`config.mk`:
```
export PLATFORM = sky130hd
export DESIGN_NAME = sme_param
export DESIGN_NICKNAME = d
export VERILOG_FILES = /design/src/rtl/sme_param.sv
export SDC_FILE = /design/constraint.sdc
export NUM_CORES = 1
export LEC_CHECK = 0
export BUFFER_PORTS_ARGS = -buffer_cell sky130_fd_sc_hd__buf_2
export CORE_MARGIN = 2
export CORE_UTILIZATION = 30
export CTS_CLUSTER_SIZE = 14
export DETAILED_ROUTE_END_ITERATION = 16
export PLACE_DENSITY = 0.56
export RECOVER_POWER = 50
export SYNTH_ARGS = -nofsm -noshare
export SYNTH_HDL_FRONTEND = slang
export SYNTH_SLANG_ARGS = --single-unit
```
`constraint.sdc`:
```
create_clock -name clk -period 12.4 [get_ports clk]
set_input_delay 1.24 -clock clk [delete_from_list [all_inputs] [get_ports clk]]
set_output_delay 1.24 -clock clk [all_outputs]
set_load 0.02 [all_outputs]
```
`src/rtl/sme_param.sv`:
```
// -----------------------------------------------------------------------------
// sme_param -- parametrised string-matching engine
//
// Buffers a string (up to STR_MAX chars) and a pattern (up to PAT_MAX chars),
// then searches for the leftmost start position where the pattern matches.
// Metacharacters: '.' any char, '^' start-of-string or one space, '$'
// end-of-string or one space, '*' zero or more chars with backtracking to the
// most recent '*'. Optional case-insensitive compare of ASCII letters.
//
// Ports:
//   clk          in   rising-edge clock
//   reset        in   asynchronous active-high reset
//   chardata     in   character for the current cycle (DW bits)
//   isstring     in   chardata is a string character
//   ispattern    in   chardata is a pattern character
//   nocase       in   sampled with first pattern char, 1 = fold A-Z onto a-z
//   busy         out  high from the cycle after the last pattern char through
//                     the valid cycle
//   valid        out  one-cycle result strobe
//   match        out  match result, 0 whenever valid = 0
//   match_index  out  leftmost match start, 0 unless valid & match
// -----------------------------------------------------------------------------
module sme_param #(
   parameter int STR_MAX = 32,
   parameter int PAT_MAX = 8,
   parameter int DW      = 8,
   parameter int IW      = $clog2(STR_MAX)
) (
   input  logic          clk,
   input  logic          reset,
   input  logic [DW-1:0] chardata,
   input  logic          isstring,
   input  logic          ispattern,
   input  logic          nocase,
   output logic          busy,
   output logic          valid,
   output logic          match,
   output logic [IW-1:0] match_index
);

   // String-side indices are one bit wider than IW so a length of STR_MAX fits.
   localparam int SW = IW + 1;
   localparam int PW = $clog2(PAT_MAX) + 1;

   localparam logic [DW-1:0] CH_DOT    = DW'(8'h2E);
   localparam logic [DW-1:0] CH_CARET  = DW'(8'h5E);
   localparam logic [DW-1:0] CH_DOLLAR = DW'(8'h24);
   localparam logic [DW-1:0] CH_STAR   = DW'(8'h2A);
   localparam logic [DW-1:0] CH_SPACE  = DW'(8'h20);

   typedef enum logic [2:0] {
      IDLE,
      RECV_S,
      RECV_P,
      PROC,
      DONE
   } state_t;

   state_t        state_q;

   logic [DW-1:0] str_q [0:STR_MAX-1];
   logic [DW-1:0] pat_q [0:PAT_MAX-1];
   logic [SW-1:0] slen_q;
   logic [PW-1:0] plen_q;
   logic          nocase_q;

   // Search pointers: start position, string cursor, pattern cursor, and the
   // resume point recorded by the most recent '*'.
   logic [SW-1:0] s_q;
   logic [SW-1:0] si_q;
   logic [PW-1:0] pi_q;
   logic          star_v_q;
   logic [PW-1:0] star_p_q;
   logic [SW-1:0] star_s_q;
   logic          adj_q;

   logic          busy_q;
   logic          valid_q;
   logic          match_q;
   logic [IW-1:0] index_q;

   // Step results for the current search cycle.
   logic [SW-1:0] si_d;
   logic [PW-1:0] pi_d;
   logic          star_v_d;
   logic [PW-1:0] star_p_d;
   logic [SW-1:0] star_s_d;
   logic          adj_d;
   logic          hit;
   logic          miss;

   logic [DW-1:0] str_ch;
   logic [DW-1:0] pat_ch;
   logic          si_lt;
   logic          lit_eq;
   logic          can_bt;
   logic [SW-1:0] idx_full;
   logic [SW-1:0] idx_clamp;

   function automatic logic [DW-1:0] fold_case(input logic [DW-1:0] c);
      logic [DW-1:0] r;
      r = c;
      if (c[7:0] >= 8'h41 && c[7:0] <= 8'h5A) begin
         r[5] = 1'b1;
      end
      return r;
   endfunction

   assign si_lt  = (si_q < slen_q);
   assign str_ch = (si_q < SW'(STR_MAX)) ? str_q[si_q[IW-1:0]] : '0;
   assign pat_ch = pat_q[pi_q[PW-2:0]];
   assign lit_eq = nocase_q ? (fold_case(str_ch) == fold_case(pat_ch))
                            : (str_ch == pat_ch);
   // A '*' can absorb one more character only while string chars remain.
   assign can_bt = star_v_q && (star_s_q < slen_q);

   // A leading '*' anchors the report at 0; '^' consuming a leading space
   // reports the position after that space.
   assign idx_full  = (pat_q[0] == CH_STAR) ? '0 : (s_q + SW'(adj_q));
   assign idx_clamp = (idx_full > SW'(STR_MAX - 1)) ? SW'(STR_MAX - 1) : idx_full;

   // One pattern/string step of the matcher at the current start position.
   always_comb begin
      si_d     = si_q;
      pi_d     = pi_q;
      star_v_d = star_v_q;
      star_p_d = star_p_q;
      star_s_d = star_s_q;
      adj_d    = adj_q;
      hit      = 1'b0;
      miss     = 1'b0;
      if (pi_q == plen_q) begin
         hit = 1'b1;
      end else if (pat_ch == CH_STAR) begin
         star_v_d = 1'b1;
         star_p_d = pi_q + PW'(1);
         star_s_d = si_q;
         pi_d     = pi_q + PW'(1);
      end else if (pat_ch == CH_CARET) begin
         if (si_q == '0) begin
            pi_d = pi_q + PW'(1);
         end else if (si_lt && str_ch == CH_SPACE) begin
            si_d = si_q + SW'(1);
            pi_d = pi_q + PW'(1);
            if (si_q == s_q) begin
               adj_d = 1'b1;
            end
         end else begin
            miss = 1'b1;
         end
      end else if (pat_ch == CH_DOLLAR) begin
         if (si_q == slen_q) begin
            pi_d = pi_q + PW'(1);
         end else if (si_lt && str_ch == CH_SPACE) begin
            si_d = si_q + SW'(1);
            pi_d = pi_q + PW'(1);
         end else begin
            miss = 1'b1;
         end
      end else if (pat_ch == CH_DOT) begin
         if (si_lt) begin
            si_d = si_q + SW'(1);
            pi_d = pi_q + PW'(1);
         end else begin
            miss = 1'b1;
         end
      end else begin
         if (si_lt && lit_eq) begin
            si_d = si_q + SW'(1);
            pi_d = pi_q + PW'(1);
         end else begin
            miss = 1'b1;
         end
      end
   end

   always_ff @(posedge clk or posedge reset) begin
      if (reset) begin
         state_q  <= IDLE;
         slen_q   <= '0;
         plen_q   <= '0;
         nocase_q <= 1'b0;
         for (int i = 0; i < STR_MAX; i++) begin
            str_q[i] <= '0;
         end
         for (int i = 0; i < PAT_MAX; i++) begin
            pat_q[i] <= '0;
         end
         s_q      <= '0;
         si_q     <= '0;
         pi_q     <= '0;
         star_v_q <= 1'b0;
         star_p_q <= '0;
         star_s_q <= '0;
         adj_q    <= 1'b0;
         busy_q   <= 1'b0;
         valid_q  <= 1'b0;
         match_q  <= 1'b0;
         index_q  <= '0;
      end else begin
         valid_q <= 1'b0;
         match_q <= 1'b0;
         index_q <= '0;
         case (state_q)
            IDLE, DONE: begin
               busy_q <= 1'b0;
               if (ispattern) begin
                  state_q  <= RECV_P;
                  pat_q[0] <= chardata;
                  plen_q   <= PW'(1);
                  nocase_q <= nocase;
               end else if (isstring) begin
                  state_q  <= RECV_S;
                  str_q[0] <= chardata;
                  slen_q   <= SW'(1);
               end else begin
                  state_q <= IDLE;
               end
            end
            RECV_S: begin
               if (ispattern) begin
                  state_q  <= RECV_P;
                  pat_q[0] <= chardata;
                  plen_q   <= PW'(1);
                  nocase_q <= nocase;
               end else if (isstring && slen_q < SW'(STR_MAX)) begin
                  str_q[slen_q[IW-1:0]] <= chardata;
                  slen_q <= slen_q + SW'(1);
               end
            end
            RECV_P: begin
               if (ispattern) begin
                  if (plen_q < PW'(PAT_MAX)) begin
                     pat_q[plen_q[PW-2:0]] <= chardata;
                     plen_q <= plen_q + PW'(1);
                  end
               end else begin
                  state_q  <= PROC;
                  busy_q   <= 1'b1;
                  s_q      <= '0;
                  si_q     <= '0;
                  pi_q     <= '0;
                  star_v_q <= 1'b0;
                  adj_q    <= 1'b0;
               end
            end
            PROC: begin
               // Host flags are ignored here; characters are dropped.
               if (hit) begin
                  state_q <= DONE;
                  valid_q <= 1'b1;
                  match_q <= 1'b1;
                  index_q <= idx_clamp[IW-1:0];
               end else if (miss) begin
                  if (can_bt) begin
                     star_s_q <= star_s_q + SW'(1);
                     si_q     <= star_s_q + SW'(1);
                     pi_q     <= star_p_q;
                  end else if (s_q == slen_q) begin
                     state_q <= DONE;
                     valid_q <= 1'b1;
                  end else begin
                     s_q      <= s_q + SW'(1);
                     si_q     <= s_q + SW'(1);
                     pi_q     <= '0;
                     star_v_q <= 1'b0;
                     adj_q    <= 1'b0;
                  end
               end else begin
                  si_q     <= si_d;
                  pi_q     <= pi_d;
                  star_v_q <= star_v_d;
                  star_p_q <= star_p_d;
                  star_s_q <= star_s_d;
                  adj_q    <= adj_d;
               end
            end
            default: begin
               state_q <= IDLE;
               busy_q  <= 1'b0;
            end
         endcase
      end
   end

   assign busy        = busy_q;
   assign valid       = valid_q;
   assign match       = match_q;
   assign match_index = index_q;

endmodule

```
* After elaboration in Yosys (flattened, before gate mapping) *
Index checks and enable logic that the tools add are counted.

operators by class
  shift operators = 0
  multiply operators = 0
  mux-type cells = 124
  bitwise operators = 9
  reduce and logical (&&, ||, !) cells = 31
  $add $sub $neg = 7
  eq/ne operators = 50
  magnitude comparators = 16
  divide/modulo/power cells = 0

operators with widths
  operator                                                                          count
  256-bit two-way mux                                                               2
  256-bit bitwise mux                                                               1
  6-bit two-way mux                                                                 27
  64-bit two-way mux                                                                2
  8-bit two-way mux                                                                 10
  4-bit two-way mux                                                                 18
  64-bit bitwise mux                                                                1
  8-bit binary-select mux with 5-bit select                                         1
  8-bit demux with 5-bit select                                                     1
  8-bit by 6-bit == test with 1-bit output, second input constant                   5
  1-bit two-way mux                                                                 38
  3-bit != test, second input constant                                              12
  6-bit one-hot mux with 2 select lines                                             3
  8-bit one-hot mux with 2 select lines                                             2
  2-bit != test, second input constant                                              13
  6-bit by 1-bit adder with 6-bit output, second input constant                     4
  8-bit binary-select mux with 3-bit select                                         1
  8-bit demux with 3-bit select                                                     1
  5-bit AND reduction                                                               4
  6-bit == test                                                                     3
  3-bit two-way mux                                                                 6
  8-bit == test                                                                     2
  8-bit by 7-bit >= comparator with 1-bit output, second input constant             2
  8-bit by 7-bit less-or-equal comparator with 1-bit output, second input constant  2
  other kinds (41)                                                                  76

storage, ports and cells
  bits of input ports = 13
  memories = 0
  flip-flop bits (word level) = 370
  memory bits (writable) = 0
  bits in latches = 0
  bits in read-only memories = 0
  logic and storage cells = 292

* Depth between registers and ports, before layout *
Gate-level depths: netlist (run 1).

  word-level depth = 20
  depth in mapped cells = 19
  gate-level depth less buffers = 13

* Worst setup path after synthesis (run 1) *
OpenSTA, ideal clock, no wires.

  kind = register to register
  start point = register si_q[2]
  end point = register star_s_q[4]
  buffers on the path = 2
  period minus slack after synthesis = 3.822 ns
  cell stages (with the launch flop) = 14
  data required time = 12.275 ns
  slack = 8.578 ns
  data arrival time = 3.697 ns
  cells stage by stage = dfrtp_1 buf_4 mux4_2 mux2_2 a2bb2oi_2 nand2_1 or3_1 or4b_4 o21ai_2 a21boi_2 and3_4 buf_6 mux2_4 mux2_2

on the way
  cells in the longest elaborated chain, start to end = 19

RTL lines
  item                                                                                                                         RTL line  source
  start, declared                                                                                                              70        logic [SW-1:0] si_q;
  start signal, assigned                                                                                                       257       si_q <= star_s_q + SW'(1);
  start signal, assigned                                                                                                       264       si_q <= s_q + SW'(1);
  start signal, assigned                                                                                                       270       si_q <= si_d;
  5-bit inverter with 6-bit output (not written as such)                                                                       110       assign str_ch = (si_q < SW'(STR_MAX)) ? str_q[si_q[IW-1:0]] : '0;
  8-bit binary-select mux with 5-bit select                                                                                    110
  8-bit two-way mux (not written as such) (2 in a row)                                                                         110
  8-bit two-way mux                                                                                                            110
  8-bit by 7-bit >= comparator with 1-bit output or 8-bit by 7-bit less-or-equal comparator with 1-bit output (tied branches)  103       if (c[7:0] >= 8'h41 && c[7:0] <= 8'h5A) begin
  1-bit logical AND                                                                                                            103
  1-bit two-way mux                                                                                                            103
  8-bit == test                                                                                                                112       assign lit_eq = nocase_q ? (fold_case(str_ch) == fold_case(pat_ch))
  (+2 left out)                                                                                                                --
  1-bit two-way mux                                                                                                            168       if (si_lt && lit_eq) begin
  1-bit two-way mux                                                                                                            160       end else if (pat_ch == CH_DOT) begin
  1-bit two-way mux                                                                                                            151       end else if (pat_ch == CH_DOLLAR) begin
  1-bit two-way mux (*)                                                                                                        139       end else if (pat_ch == CH_CARET) begin
  1-bit two-way mux (*)                                                                                                        134       end else if (pat_ch == CH_STAR) begin
  1-bit two-way mux (*)                                                                                                        132       if (pi_q == plen_q) begin
  2-bit by 1-bit != test with 1-bit output (no source line), or another cell as far along                                      --
  5-bit AND reduction (no source line)                                                                                         --
  end signal, assigned                                                                                                         256       star_s_q <= star_s_q + SW'(1);
  end signal, assigned                                                                                                         274       star_s_q <= star_s_d;
  end, declared                                                                                                                74        logic [SW-1:0] star_s_q;

Every way passes the cells marked *; elsewhere a longest branch is shown, timed or not. The select of a mux whose other input is x is not followed.
A chain may end at the register's enable or synchronous reset.

* Worst setup path in the final report (run 1) *
  start point = register si_q[1]
  end point = register si_q[3]

on the way
  cells in the longest elaborated chain, start to end = 20

RTL lines
  item
  parallel branches: the longest is 20 deep, another holds 8-bit by 7-bit >= comparator with 1-bit output

Parallel ways; which one is timed is not known. The select of a mux whose other input is x is not followed.

==> results.txt, run 1 <==
----------------------------------------------------
[Timing]
  Final number of hold-violating endpoints ... 0
  Setup repair after global routing missed its margin ... false
  Total negative slack ... 0 ns
  Clock Skews ... 0.0184 ns
  Worst slew slack as a fraction of its limit ... -243%
  Worst slew pin tran ... 5.12 ns
  Final setup violation count ... 0
  Final min period ... 5.91 ns
  Post-route worst hold slack ... 0.480 ns
  Maximum clock frequency ... 169 MHz
  Max-slew violations ... 115
  Period utilization ... 47.7%

[Critical path]
  Capture instance of the worst register-to-register path ... si_q[3]
  Cell family with most CP delay ... simple AND/OR/NAND/NOR gates
  Required arrival time at the worst endpoint ... 12.87 ns
  Beginning of the worst register-to-register path ... si_q[1]
  WP buf/inv ... 1
  Worst Path Arrival ... 6.38 ns
  Crit-path max cell delay ... 1.03 ns
  List of cells traversed by the critical path ... buf_4 > mux4_2 > and2_1 > a211oi_1 > nor4_1 > nor4_1 > nor4b_2 > o21a_1 > nand4_1 > nor4bb_1 > or3_1 > o22ai_1
  Critical setup path kind ... reg -> reg
  Worst setup SP type ... flop
  Crit Path Max Fanout ... 51
  Library cell contributing the largest single delay on the critical path ... sky130_fd_sc_hd__dfrtp_4
  Setup slack, reg-to-reg ... 6.49 ns
  Number of cells on the worst reg-to-reg path ... 12
  Worst setup EP type ... flop
  Critical path's most frequent cell ... sky130_fd_sc_hd__nor4_1

[CTS]
  Total setup buffers inserted after CTS ... 0
  Clock tree root buffer cell ... sky130_fd_sc_hd__clkbuf_16
  Maximum buffer depth of the clock tree ... 3
  Inserted Clock Buffers ... 42
  Post-CTS clock slew at the launch and capture registers of the worst setup and hold paths ... 0.06 ns
  Clock tree from TritonCTS ... yes
  Clock Latency Late Sink ... 0.57 ns
  H-tree depth ... 2
  Post-CTS sizing ... 0
  Cts-stage hold buffer count ... 0
  Clock sink total ... 370

[Floorplanning]
  Placeable core region ... 0.0619 sq mm
  Number of rows in the core area ... 91
  Count of pins on the block boundary ... 21
  Overall die width ... 255 um
  Initial Utilization ... 30.4%
  Die Footprint ... 0.0649 sq mm
  Height of the die ... 255 um

[Flow run]
  Count of maximum capacitance violations ... 1

[Place]
  Cell Count Post-Placement ... 2228
  DP HPWL ... 32.1 mm
  Number of I/O port buffers ... 20
  Final Wtd Congestion ... 0.845

[Min path]
  Class of the worst hold path ... reg -> reg
  Cell depth of the worst hold path ... 2
  Hold path startpoint ... star_p_q[0]
  Hold Crit Endpoint ... star_p_q[0]

[Finish]
  N_diodes ... 0
  Share of final-layout standard cells stronger than drive strength 1 ... 34.3%
  NumNets Final ... 1471
  Area growth from synthesis to layout ... 11.5%
  Number of filler cells placed in the layout ... 6142
  Most frequent standard cell in the layout excluding fill and tap cells ... sky130_fd_sc_hd__dfrtp_1
  Filler-free cell count of the finished design ... 2302
  Most used cells in the layout excluding fill and tap cells ... 369 x sky130_fd_sc_hd__dfrtp_1, 338 x sky130_fd_sc_hd__mux2_2, 83 x sky130_fd_sc_hd__nand2_1

[Power]
  Pwr/cell area ... 195 mW/mm^2
  Portion of total power attributed to the clock network ... 31.5%
  Portion of total power attributed to sequential cells ... 38.7%
  Total power ... 4.11 mW
  Fraction of power spent switching nets ... 33.0%
  Total internal power ... 2.75 mW
  Worst-case vdd ir drop ... 88.6 uV
  Switching power ... 1.36 mW
  Share of power burned in combinational logic ... 29.8%
  Static Leak ... 9.53 nW

[Drt]
  Total routed wirelength ... 49.0 mm
  Via count ... 11900
  Mean routed wirelength per cell ... 21.3 um
  Count of routing violations after the opening detailed-route iteration ... 852
  Via density per instance ... 5.19
  Antenna violation net count after detailed routing ... 0
  Residual DRC ... 0
  First-pass DRT Iterations ... 7

[Yosys]
  Syn avg cell area ... 13.0 sq um
  Async S/R FF share, synth ... 100%
  Net count of the mapped netlist ... 1490
  Number of register bits inferred by synthesis ... 370
  Number of synthesized flops with an enable pin ... 0
  Sequential area share after synthesis ... 49.1%
  Synth warn ... 0
  Cells after synthesis ... 1454
  Main synth FF type ... sky130_fd_sc_hd__dfrtp_1
  Post-synthesis cell type count ... 77
  Syn Std Cell Area ... 0.0189 sq mm

[Global route]
  Remaining Overflow, GRT ... 0
  First-pass GRT wire length ... 77.3 mm
  Pin count of the biggest net entering global routing ... 181
  Number of antenna violations at the first check in global routing ... 1
  Number of global-route vias before repair ... 12600
  Total routing usage reported by global routing ... 15.5%

[Status]
  Violated checks ... capacitance limit, slew limit
  Run status ... complete, but fails checks

----------------------------------------------------
[cell usage after synthesis (all sizes together) (4+ instances only)]
cell | instances | area share [%]
a211oi | 9 | 0.36
a21o | 4 | 0.16
a21oi | 37 | 0.98
a221oi | 4 | 0.22
a22o | 7 | 0.33
a22oi | 18 | 0.72
a2bb2oi | 8 | 0.40
a31oi | 11 | 0.37
and2 | 12 | 0.40
and3 | 9 | 0.33
buf | 33 | 1.4
clkbuf | 64 | 1.3
dfrtp | 370 | 49
ha | 23 | 1.5
inv | 26 | 0.52
mux2 | 342 | 20
mux2i | 82 | 4.4
mux4 | 54 | 6.5
nand2 | 83 | 1.7
nand2b | 8 | 0.27
nand3 | 35 | 0.96
nand4 | 13 | 0.43
nor2 | 35 | 0.71
nor2b | 12 | 0.40
nor3 | 17 | 0.45
nor3b | 6 | 0.24
nor4 | 7 | 0.30
nor4bb | 4 | 0.21
o211ai | 4 | 0.16
o21a | 7 | 0.28
o21ai | 22 | 0.60
o22ai | 7 | 0.23
or2 | 4 | 0.13
or3 | 4 | 0.13
xnor2 | 21 | 0.98
xor2 | 17 | 0.79
[metal layers]
layer | up-vias | routed length, um | global-route usage [%] | share of wire (%)
met4 | 2 | 966 | 4.11 | 2.0
li1 | 5334 | - | - | -
met2 | 302 | 23000 | 25.4 | 47
met5 | - | 13 | 0 | 0.027
met3 | 67 | 2500 | 2.81 | 5.1
met1 | 6242 | 22500 | 21.2 | 46
[sequential cells by signal (all words and copies together) (netlist names)]
name,cells
si_q,6
pi_q,4
nocase_q,1
star_s_q,6
star_v_q,1
s_q,6
match,1
match_index,5
star_p_q,4
valid,1
pat_q,64
slen_q,6
plen_q,4
str_q,256
state_q,3
busy,1
adj_q,1
[worst register-to-register path: stages, from the launching register on]
cell	delay, ns
sky130_fd_sc_hd__dfrtp_4	1.03
sky130_fd_sc_hd__buf_4	0.80
sky130_fd_sc_hd__mux4_2	0.46
sky130_fd_sc_hd__and2_1	0.16
sky130_fd_sc_hd__a211oi_1	0.42
sky130_fd_sc_hd__nor4_1	0.18
sky130_fd_sc_hd__nor4_1	0.51
sky130_fd_sc_hd__nor4b_2	0.48
sky130_fd_sc_hd__o21a_1	0.22
sky130_fd_sc_hd__nand4_1	0.45
sky130_fd_sc_hd__nor4bb_1	0.38
sky130_fd_sc_hd__or3_1	0.51
sky130_fd_sc_hd__o22ai_1	0.22
[stage by stage]
stage	utilization [%]	setup slack [ns]	area, sq um
after floorplan	-	0.886	18900
after global placement	31.7	6.66	19600
after detailed placement	31.7	6.63	19600
after CTS	34.0	6.59	21100
after global routing	33.9	6.12	21000
final	33.9	6.49	21000
[area by class of cell]
| class | count | area (sq um) | area share [%] |
|---|---|---|---|
| flip-flops and latches | 370 | 9260 | 44.0 |
| inverters | 26 | 98.8 | 0.470 |
| repair buffers | 34 | 194 | 0.922 |
| clock buffers | 56 | 1160 | 5.53 |
| clock inverters | 18 | 263 | 1.25 |
| well taps | 837 | 1050 | 4.98 |
| multi-input cells | 961 | 9000 | 42.8 |
[power by group through the flow]
stage	Combinational [mW]	Sequential (mW)	Clock, mW
2_1_floorplan	1.01	1.51	0
4_1_cts	1.23	1.59	1.32
5_1_grt	1.33	1.62	1.37
3_3_place_gp	1.20	1.60	0
6_report	1.22	1.59	1.29
3_5_place_dp	1.22	1.61	0
[worst max-delay path by stage]
| stage | start | endpoint | slack, ns | depth (start not counted) |
|---|---|---|---|---|
| after global placement | si_q[1] | star_s_q[1] | 6.66 | 12 |
| after global routing | si_q[1] | si_q[2] | 6.12 | 12 |
| final | si_q[1] | si_q[3] | 6.49 | 12 |
| after floorplan | reset | adj_q | 0.89 | 1 |
| after CTS | si_q[1] | si_q[3] | 6.59 | 12 |
| after detailed placement | si_q[1] | star_s_q[1] | 6.63 | 12 |
[cells by family (layout without fill, tap and decap cells)]
kind of cell | Yosys count | after routing | synth area share (%)
muxes | 478 | 478 | 31.3
DFF | 370 | 370 | 49.1
and+or+nand+nor | 264 | 264 | 7.35
AOI/OAI and AO/OA | 158 | 158 | 5.80
buffers and inverters | 123 | 134 | 3.18
xor gates and xnor gates | 38 | 38 | 1.77
adders and majority gates | 23 | 23 | 1.53
(Power assumes the default switching activity.)
==> inputs of run 2 (changes only) <==
- PLACE_DENSITY: 0.56 -> 0.57
- clock period: 12.4 -> 5.1 ns (I/O delays scaled with it)
==> results.txt, run 2 (synthesized netlist as in run 1, its figures left out) <==
----------------------------------------------------
[Status]
  Run status ... complete, but fails checks (unchanged)
  Violated checks ... capacitance limit, slew limit (unchanged)

[Global route]
  Number of antenna violations at the first check in global routing ... 0 (was 1)
  Remaining Overflow, GRT ... 0 (unchanged)
  Total routing usage reported by global routing ... 15.7% (was 15.5%)
  Pin count of the biggest net entering global routing ... 159 (was 181)
  First-pass GRT wire length ... 77.9 mm (was 77.3 mm)
  Number of global-route vias before repair ... 12400 (was 12600)

[Timing]
  Period utilization ... 93.2% (was 47.7%)
  Post-route worst hold slack ... 0.118 ns (was 0.480 ns)
  Worst slew pin tran ... 2.28 ns (was 5.12 ns)
  Final number of hold-violating endpoints ... 0 (unchanged)
  Worst slew slack as a fraction of its limit ... -51.9% (was -243%)
  Max-slew violations ... 353 (was 115)
  Final min period ... 4.75 ns (was 5.91 ns)
  Setup repair after global routing missed its margin ... false (unchanged)
  Maximum clock frequency ... 210 MHz (was 169 MHz)
  Clock Skews ... 0.0241 ns (was 0.0184 ns)
  Final setup violation count ... 0 (unchanged)

[Critical path]
  Worst setup EP type ... flop (unchanged)
  Crit. Startpoint ... pi_q[1] (was si_q[1])
  Library cell contributing the largest single delay on the critical path ... sky130_fd_sc_hd__dfrtp_1 (was sky130_fd_sc_hd__dfrtp_4)
  Number of cells on the worst reg-to-reg path ... 11 (was 12)
  Crit Path Max Fanout ... 22 (was 51)
  Beginning of the worst register-to-register path ... pi_q[1] (was si_q[1])
  Worst setup SP type ... flop (unchanged)
  WP buf/inv ... 0 (was 1)
  Capture instance of the worst register-to-register path ... si_q[5] (was si_q[3])
  Cell family with most CP delay ... simple AND/OR/NAND/NOR gates (unchanged)
  Crit-path max cell delay ... 1.01 ns (was 1.03 ns)
  List of cells traversed by the critical path ... mux4_2 > mux2i_1 > nand2_1 > nor3b_1 > nand2_1 > a2bb2oi_1 > o21a_1 > a21boi_2 > nor4bb_1 > or3_1 > o22ai_1 (was buf_4 > mux4_2 > and2_1 > a211oi_1 > nor4_1 > nor4_1 > nor4b_2 > o21a_1 > nand4_1 > nor4bb_1 > or3_1 > o22ai_1)
  Critical path's most frequent cell ... sky130_fd_sc_hd__nand2_1 (was sky130_fd_sc_hd__nor4_1)
  Required arrival time at the worst endpoint ... 5.55 ns (was 12.87 ns)
  Worst Path Arrival ... 5.20 ns (was 6.38 ns)
  Critical setup path kind ... reg -> reg (unchanged)
  Setup slack, reg-to-reg ... 0.35 ns (was 6.49 ns)

[Finish]
  Most frequent standard cell in the layout excluding fill and tap cells ... sky130_fd_sc_hd__dfrtp_1 (unchanged)
  N_diodes ... 0 (unchanged)
  Final core utilization ... 34.4% (was 33.9%)
  Register with the highest flop count ... str_q (unchanged)
  Largest registers ranked by flip-flop count ... str_q (256), pat_q (64) (unchanged)
  Number of filler cells placed in the layout ... 6103 (was 6142)
  Area growth from synthesis to layout ... 13.0% (was 11.5%)
  Filler-free cell count of the finished design ... 2329 (was 2302)
  NumNets Final ... 1496 (was 1471)
  Share of final-layout standard cells stronger than drive strength 1 ... 36.3% (was 34.3%)
  Max FFs per register ... 256 (unchanged)
  Most used cells in the layout excluding fill and tap cells ... 368 x sky130_fd_sc_hd__dfrtp_1, 338 x sky130_fd_sc_hd__mux2_2, 83 x sky130_fd_sc_hd__nand2_1 (was 369 x sky130_fd_sc_hd__dfrtp_1, 338 x sky130_fd_sc_hd__mux2_2, 83 x sky130_fd_sc_hd__nand2_1)

[Drt]
  Residual DRC ... 0 (unchanged)
  Mean routed wirelength per cell ... 21.5 um (was 21.3 um)
  First-pass DRT Iterations ... 5 (was 7)
  Total routed wirelength ... 50.0 mm (was 49.0 mm)
  Top layer in use ... met4 (was met5)
  Met3 WL post-DR ... 1.93 mm (was 2.50 mm)
  Via density per instance ... 5.18 (was 5.19)
  Antenna violation net count after detailed routing ... 0 (unchanged)
  Detailed route wirelength on metal2 ... 22.7 mm (was 23.0 mm)
  Count of routing violations after the opening detailed-route iteration ... 867 (was 852)
  Total routed wire length on the met1 layer ... 24.2 mm (was 22.5 mm)
  Via count ... 12100 (was 11900)

[Floorplanning]
  Overall die width ... 255 um (unchanged)
  Count of pins on the block boundary ... 21 (unchanged)
  Die Footprint ... 0.0649 sq mm (unchanged)
  Number of rows in the core area ... 91 (unchanged)
  Initial Utilization ... 30.4% (unchanged)
  Placeable core region ... 0.0619 sq mm (unchanged)
  Height of the die ... 255 um (unchanged)

[CTS]
  Post-CTS clock slew at the launch and capture registers of the worst setup and hold paths ... 0.06 ns (about the same)
  Cts-stage hold buffer count ... 0 (unchanged)
  Clock tree from TritonCTS ... yes (unchanged)
  Inserted Clock Buffers ... 42 (unchanged)
  H-tree depth ... 2 (unchanged)
  Post-CTS sizing ... 0 (unchanged)
  Clock Latency Late Sink ... 0.59 ns (was 0.57 ns)
  Clock tree root buffer cell ... sky130_fd_sc_hd__clkbuf_16 (unchanged)
  Clock sink total ... 370 (unchanged)
  Total setup buffers inserted after CTS ... 0 (unchanged)
  Maximum buffer depth of the clock tree ... 3 (unchanged)

[Place]
  Number of I/O port buffers ... 20 (unchanged)
  DP HPWL ... 33.2 mm (was 32.1 mm)
  Cell Count Post-Placement ... 2253 (was 2228)
  Final Wtd Congestion ... 0.844 (was 0.845)

[Power]
  Pwr/cell area ... 481 mW/mm^2 (was 195 mW/mm^2)
  Static Leak ... 9.73 nW (was 9.53 nW)
  Worst-case vdd ir drop ... 246 uV (was 88.6 uV)

[Min path]
  Class of the worst hold path ... in -> async (was reg -> reg)

[Flow run]
  Count of maximum capacitance violations ... 3 (was 1)

----------------------------------------------------
-- run 2: stage by stage --
step / total power [mW] / setup WS, ns / area [sq um] / setup TNS, ns
floorplan: 6.13 / -0.376 / 18900 / -139.18
global placement: 6.99 / 0.489 / 19900 / 0
detailed placement: 7.04 / 0.386 / 19900 / 0
CTS: 10.3 / 0.374 / 21300 / 0
global route: 10.8 / 0.0574 / 21300 / 0
finish: 10.3 / 0.347 / 21300 / 0
-- run 2: final cells by class --
class | count | area [sq um] | area share, %
Clock inverter | 16 | 251 | 1.18
Multi-Input combinational cell | 961 | 9000 | 42.2
Tap cell | 837 | 1050 | 4.91
Inverter | 26 | 98.8 | 0.464
Timing Repair Buffer | 59 | 409 | 1.92
Sequential cell | 370 | 9260 | 43.5
Clock buffer | 60 | 1240 | 5.81
-- run 2: worst max path at each step --
stage,cells after the start,endpoint,slack [ns]
floorplan,1,adj_q,-0.38
global placement,13,star_s_q[1],0.49
detailed placement,11,si_q[3],0.39
CTS,11,si_q[5],0.37
global route,11,si_q[5],0.06
finish,11,si_q[5],0.35
-- run 2: power breakdown --
| part | internal [mW] | switching, mW | total (mW) |
|---|---|---|---|
| Sequential | 3.41 | 0.454 | 3.86 |
| Combinational | 1.47 | 1.68 | 3.15 |
| Clock | 1.96 | 1.29 | 3.25 |
| Total | 6.83 | 3.42 | 10.3 |
-- run 2: per-layer routing --
layer | vias up | global-route usage (%)
met2 | 241 | 24.3
met3 | 64 | 2.66
met1 | 6384 | 22.6
met4 | 0 | 4.29
li1 | 5381 | -
met5 | - | 0
-- run 2: worst reg2reg max path: cells and delay by family, from the launching register on --
kind               cells  cell delay, ns
and+or+nand+nor        5            1.64
AOI/OAI and AO/OA      4            0.87
DFF                    1            1.01
muxes                  2            1.12
